`src/rtl/rv_fetch_pkg.sv`:
```
// Shared fetch-stage definitions: next-PC source select and RISC-V
// call/return decode constants used to drive the return-address stack.
package rv_fetch_pkg;

    typedef enum logic [2:0] {
        PC_SEL_TRAP,
        PC_SEL_MRET,
        PC_SEL_REDIR,
        PC_SEL_HOLD,
        PC_SEL_RAS,
        PC_SEL_SEQ
    } pc_sel_e;

    localparam logic [6:0] OPC_JAL  = 7'b1101111;
    localparam logic [6:0] OPC_JALR = 7'b1100111;

    localparam logic [4:0] REG_RA = 5'd1;
    localparam logic [4:0] REG_T0 = 5'd5;

    // Link registers per the RISC-V return-address hint convention.
    function automatic logic is_link_reg(input logic [4:0] r);
        return (r == REG_RA) || (r == REG_T0);
    endfunction

endpackage

```
`src/rtl/ras_stack.sv`:
```
// Circular return-address stack: pushes beyond RAS_DEPTH overwrite the
// oldest entry while the count saturates, so deep call chains lose the bottom.
module ras_stack #(
    parameter int XLEN      = 32,
    parameter int RAS_DEPTH = 4
) (
    input  logic            i_clk,
    input  logic            i_reset,
    input  logic            i_clear,
    input  logic            i_push,
    input  logic            i_pop,
    input  logic [XLEN-1:0] i_push_addr,
    output logic [XLEN-1:0] o_top,
    output logic            o_empty,
    output logic            o_full
);

    localparam int PW = $clog2(RAS_DEPTH);
    localparam int CW = $clog2(RAS_DEPTH + 1);
    localparam logic [CW-1:0] COUNT_MAX = CW'(RAS_DEPTH);

    logic [XLEN-1:0] r_mem [RAS_DEPTH];
    logic [PW-1:0]   r_top;
    logic [CW-1:0]   r_count;
    logic [PW-1:0]   w_top_inc;
    logic            w_pop;

    assign w_top_inc = r_top + 1'b1;
    assign w_pop     = i_pop && !o_empty;
    assign o_top     = r_mem[r_top];
    assign o_empty   = (r_count == '0);
    assign o_full    = (r_count == COUNT_MAX);

    always_ff @(posedge i_clk or posedge i_reset) begin
        if (i_reset) begin
            r_top   <= '0;
            r_count <= '0;
            for (int i = 0; i < RAS_DEPTH; i++) begin
                r_mem[i] <= '0;
            end
        end else if (i_clear) begin
            r_top   <= '0;
            r_count <= '0;
        end else if (i_push && w_pop) begin
            // Return and call in one instruction: swap the top entry in place.
            r_mem[r_top] <= i_push_addr;
        end else if (i_push) begin
            r_top            <= w_top_inc;
            r_mem[w_top_inc] <= i_push_addr;
            if (r_count != COUNT_MAX) begin
                r_count <= r_count + 1'b1;
            end
        end else if (w_pop) begin
            r_top   <= r_top - 1'b1;
            r_count <= r_count - 1'b1;
        end
    end

endmodule

```
`src/rtl/pc_gen_ras.sv`:
```
// Fetch-stage PC generator: fixed-priority next-PC mux and PC register,
// with a return-address stack that predicts decoded returns early.
module pc_gen_ras
    import rv_fetch_pkg::*;
#(
    parameter int              XLEN      = 32,
    parameter logic [XLEN-1:0] RESET_VEC = '0,
    parameter int              RAS_DEPTH = 4,
    parameter int              ILEN_B    = 4
) (
    input  logic            i_clk,
    input  logic            i_reset,
    input  logic            i_stall,
    input  logic            i_if_ready,
    input  logic            i_trap_taken,
    input  logic [XLEN-1:0] i_trap_vec,
    input  logic            i_mret_taken,
    input  logic [XLEN-1:0] i_epc,
    input  logic            i_redirect,
    input  logic [XLEN-1:0] i_redirect_pc,
    input  logic            i_call_push,
    input  logic [XLEN-1:0] i_call_ret_addr,
    input  logic            i_ret_pop,
    output logic [XLEN-1:0] o_pc,
    output logic            o_pc_valid,
    output logic            o_ras_pred,
    output logic            o_ras_empty,
    output logic            o_ras_full
);

    localparam logic [XLEN-1:0] W_ILEN     = XLEN'(ILEN_B);
    localparam logic [XLEN-1:0] ALIGN_MASK = ~(W_ILEN - 1'b1);

    pc_sel_e         w_sel;
    logic [XLEN-1:0] w_next_raw;
    logic [XLEN-1:0] w_ras_top;
    logic            w_ras_pop_ok;
    logic            w_ras_upd;
    logic [XLEN-1:0] r_pc;
    logic            r_pc_valid;
    logic            r_ras_pred;

    assign w_ras_pop_ok = i_ret_pop && !o_ras_empty;

    always_comb begin
        w_sel = PC_SEL_SEQ;
        if (i_trap_taken)                 w_sel = PC_SEL_TRAP;
        else if (i_mret_taken)            w_sel = PC_SEL_MRET;
        else if (i_redirect)              w_sel = PC_SEL_REDIR;
        else if (i_stall || !i_if_ready)  w_sel = PC_SEL_HOLD;
        else if (w_ras_pop_ok)            w_sel = PC_SEL_RAS;
    end

    always_comb begin
        w_next_raw = r_pc + W_ILEN;
        case (w_sel)
            PC_SEL_TRAP:  w_next_raw = i_trap_vec;
            PC_SEL_MRET:  w_next_raw = i_epc;
            PC_SEL_REDIR: w_next_raw = i_redirect_pc;
            PC_SEL_HOLD:  w_next_raw = r_pc;
            PC_SEL_RAS:   w_next_raw = w_ras_top;
            default:      w_next_raw = r_pc + W_ILEN;
        endcase
    end

    // Only a decode slot that actually advances fetch may touch the stack.
    assign w_ras_upd = (w_sel == PC_SEL_RAS) || (w_sel == PC_SEL_SEQ);

    ras_stack #(
        .XLEN      (XLEN),
        .RAS_DEPTH (RAS_DEPTH)
    ) u_ras (
        .i_clk       (i_clk),
        .i_reset     (i_reset),
        .i_clear     (w_sel == PC_SEL_TRAP),
        .i_push      (i_call_push && w_ras_upd),
        .i_pop       (w_ras_pop_ok && w_ras_upd),
        .i_push_addr (i_call_ret_addr),
        .o_top       (w_ras_top),
        .o_empty     (o_ras_empty),
        .o_full      (o_ras_full)
    );

    always_ff @(posedge i_clk or posedge i_reset) begin
        if (i_reset) begin
            r_pc       <= RESET_VEC;
            r_pc_valid <= 1'b0;
            r_ras_pred <= 1'b0;
        end else begin
            r_pc       <= w_next_raw & ALIGN_MASK;
            r_pc_valid <= 1'b1;
            r_ras_pred <= (w_sel == PC_SEL_RAS);
        end
    end

    assign o_pc       = r_pc;
    assign o_pc_valid = r_pc_valid;
    assign o_ras_pred = r_ras_pred;

endmodule

```
`config.mk`:
```
export PLATFORM = sky130hd
export DESIGN_NAME = pc_gen_ras
export DESIGN_NICKNAME = d
export VERILOG_FILES = /design/src/rtl/rv_fetch_pkg.sv /design/src/rtl/ras_stack.sv /design/src/rtl/pc_gen_ras.sv
export SDC_FILE = /design/constraint.sdc
export NUM_CORES = 1
export LEC_CHECK = 0
export BUFFER_PORTS_ARGS = -buffer_cell sky130_fd_sc_hd__buf_2
export CAP_MARGIN = 20
export CORE_UTILIZATION = 56
export CTS_CLUSTER_SIZE = 10
export DETAILED_ROUTE_END_ITERATION = 8
export PLACE_DENSITY_LB_ADDON = 0.15
export SLEW_MARGIN = 10
export SYNTH_ARGS = -nofsm -noshare
export SYNTH_HDL_FRONTEND = slang
export SYNTH_SLANG_ARGS = --single-unit
```
`constraint.sdc`:
```
create_clock -name i_clk -period 5.9 [get_ports i_clk]
set_input_delay 0.295 -clock i_clk [delete_from_list [all_inputs] [get_ports i_clk]]
set_output_delay 0.295 -clock i_clk [all_outputs]
set_load 0.05 [all_outputs]
```
==> impl_metrics.yaml <==
synthesis:
  yosys_register_bits: 157
  postSynthAreaPerCell_um2: 12.0
  async_flop_share_pct: 100
  ys_seq_area_share_pct: 46.7
  synth.distinct_cells: 62
  syn-instance-count: 703
  ys.flop_type: "dfrtp_1"
  synth_edf_count: 0
  synth_area_mm2: 0.00842
  synth_warnings: 0
final_layout:
  fill_cells: 1082
  fin_area_mm2: 0.00989
  seq_area_mm2: 0.00393
  drive_gt1_share_pct: 44.0
  final_cell_mix: "buf_2, dfrtp_1, mux2_2"
  fin_util_pct: 67.8
  multi_input_area_mm2: 0.00420
  final_common_cell: "buf_2"
  fin_nets: 991
  area_growth_syn_to_layout_pct: 17.4
place:
  place.gp.congestion: 0.896
  dp.final_hpwl_um: 15300
  io_buffer_count: 162
  dpl_cell_area_mm2: 0.00931
  dp_slack_ns: 3.17
sta:
  rsz0062_at_grt: "no"
  setup_ws_ns: 3.53
  fin_tns_setup_ns: 0
  max_clock_freq_ghz: 0.422
  finalHoldViolations: 0
  tightest_slew_ns: 0.994
  skew_ns: 0.0113
  setup_viol: 0
  relSlewSlack_pct: 33.7
  fin_crit_sh_pct: 40.2
  slew_viol_final: 0
  finalWorstPathRequiredPeriod_ns: 2.37
power_and_ir_drop:
  clock_power_share_pct: 32.8
  leakage_nw: 4.55
  swShare_pct: 31.0
  ir_drop_mv: 0.214
  internal_power_mw: 2.18
  p_sw_uw: 977
  combinationalPowerShare_pct: 24.6
  power.density_mw_per_mm2: 319
  power_frac_seq_pct: 42.6
global_route:
  grt_pass1_vias: 6689
  grt_remaining_overflow: 0
  antenna_found_initial: 4
  grt_use_total_pct: 29.8
  grt_pass1_wl_um: 36000
  grt_max_degree: 111
route:
  via_count: 6546
  first_pass_iters: 5
  drtIter0Drc: 724
  viasPerCell: 6.27
  wl_per_cell_um: 21.2
  ant_nets: 0
  routed_wl_um: 22100
  drcViolationCount: 0
hold_path:
  hold_class: "in2async"
die:
  io_pins: 173
  core_mm2: 0.0146
  fp.dieArea_mm2: 0.0155
  row_count: 44
  die_h_um: 125
  start_util_pct: 57.7
  die_x_um: 125
worst_setup_path:
  r2r_slack_ns: 3.53
  slowest_stage: "mux4_2"
  cp_max_fo: 36
  critical_path_class: "reg2reg"
  r2r_end: "o_pc[20]"
  cpPeakStageDelay_ns: 0.63
  cp.required_ns: 6.22
  critPathCaptureType: "flip-flop"
  timing.rr.start: "u_ras.r_top[0]"
  start_kind: "flip-flop"
  path_cells: "buf_4, mux4_2, a221oi_1, a21oi_1, o22a_1"
  ff2ff_path_depth: 5
  cp.arrival_ns: 2.68
clock_network:
  root_buffer: "clkbuf_16"
  htree_levels: 4
  cts.sinks: 157
  cts_resized: 0
  clk_latency_ns: 0.43
  clockBufferDepth: 2
  cts_buffers: 17
  post_cts_buffers: 0
  cts_tree: "yes"
  cts_hold_buf: 0
  clkTransAtPathRegs_ns: 0.07
flow_run:
  maxCapViolCount: 0
outcome:
  status: "finished clean"
power groups by stage:
stage	combinational [mW]	sequential (mW)	clock, mW
2_1_floorplan	0.499	1.41	0
4_1_cts	0.781	1.34	1.05
3_3_place_gp	0.751	1.34	0
6_report	0.776	1.34	1.04
5_1_grt	0.841	1.36	1.09
3_5_place_dp	0.776	1.36	0
registers in the layout (all words and copies together) (netlist names):
name           flops
o_pc              30
o_ras_pred         1
o_pc_valid         1
u_ras.r_mem      120
u_ras.r_top        2
u_ras.r_count      3
synthesized netlist by cell type (3+ instances only):
cell type | instances | area share [%]
o21ai_0 | 25 | 1.5
a31oi_1 | 8 | 0.59
nor2_1 | 13 | 0.58
xnor2_1 | 4 | 0.42
clkbuf_1 | 21 | 0.94
nand3b_1 | 25 | 2.2
dfrtp_1 | 157 | 47
buf_6 | 5 | 0.67
and4_1 | 4 | 0.42
a221o_1 | 5 | 0.59
a21oi_1 | 54 | 3.2
nand3_1 | 18 | 1.1
a221oi_1 | 19 | 2.0
a31o_2 | 4 | 0.42
xor2_1 | 5 | 0.52
buf_4 | 4 | 0.36
and3_1 | 3 | 0.22
inv_1 | 10 | 0.45
nand4_1 | 6 | 0.45
nor3_1 | 5 | 0.30
o311ai_0 | 6 | 0.62
nor3b_1 | 3 | 0.27
buf_2 | 21 | 1.2
o21a_1 | 3 | 0.27
o211ai_1 | 5 | 0.45
ha_1 | 7 | 1.0
mux2_2 | 121 | 16
mux4_2 | 30 | 8.0
nand2_1 | 62 | 2.8
or3_1 | 3 | 0.22
layer usage:
| layer | vias up | part of all wire [%] | GRT usage (%) | routed length [um] |
|---|---|---|---|---|
| li1 | 2934 | - | - | - |
| met1 | 3278 | 42 | 39.6 | 9270 |
| met2 | 278 | 48 | 47.3 | 10600 |
| met3 | 50 | 7.0 | 6.87 | 1550 |
| met4 | 6 | 2.9 | 12.3 | 635 |
| met5 | - | 0.18 | 0 | 39 |
worst max-delay path, delay by kind of cell (launching register included):
family / cells / cell delay, ns
AO/OA/AOI/OAI: 3 / 0.71
buffers and inverters: 1 / 0.55
flip-flops: 1 / 0.34
multiplexers: 1 / 0.63
layout make-up:
type | count | share of cell area [%]
Antenna cell | 1 | 0.0253
Clock inverter | 11 | 1.11
Clock buffer | 21 | 4.56
Multi-Input combinational cell | 485 | 42.5
Timing Repair Buffer | 175 | 9.34
Inverter | 10 | 0.430
Tap cell | 184 | 2.33
Sequential cell | 157 | 39.7
through the flow:
stage          cells  total power, mW  hold slack [ns]
6_report        1044             3.15           0.0783
5_1_grt         1044             3.30            0.114
4_1_cts         1042             3.17           0.0900
3_5_place_dp    1010             2.14            0.492
3_3_place_gp    1009             2.09            0.483
2_1_floorplan    704             1.91            0.430
how the worst max path moves through the flow:
stage,startpoint,to,slack (ns),cells past startpoint
floorplan,i_reset,o_pc[10],1.37,1
detailed placement,i_trap_taken,o_pc[2],3.17,6
global route,u_ras.r_top[0],o_pc[20],3.33,5
CTS,u_ras.r_top[0],o_pc[20],3.45,5
finish,u_ras.r_top[0],o_pc[20],3.53,5
global placement,i_trap_taken,o_pc[20],2.97,7
kinds of logic (layout without fill, tap and decap cells):
kind of cell	after synthesis	count (layout)	share of synthesized area (%)
AND/OR/NAND/NOR	161	161	10.8
flip-flops	157	157	46.7
AO/OA/AOI/OAI	153	153	12.3
multiplexers	151	151	24.2
buffers and inverters	62	217	3.70
XOR/XNOR	9	9	0.936
adder cells (fa/ha/maj)	8	8	1.28
other	2	4	0.0892
No activity file was read; power rests on OpenSTA's default activity.
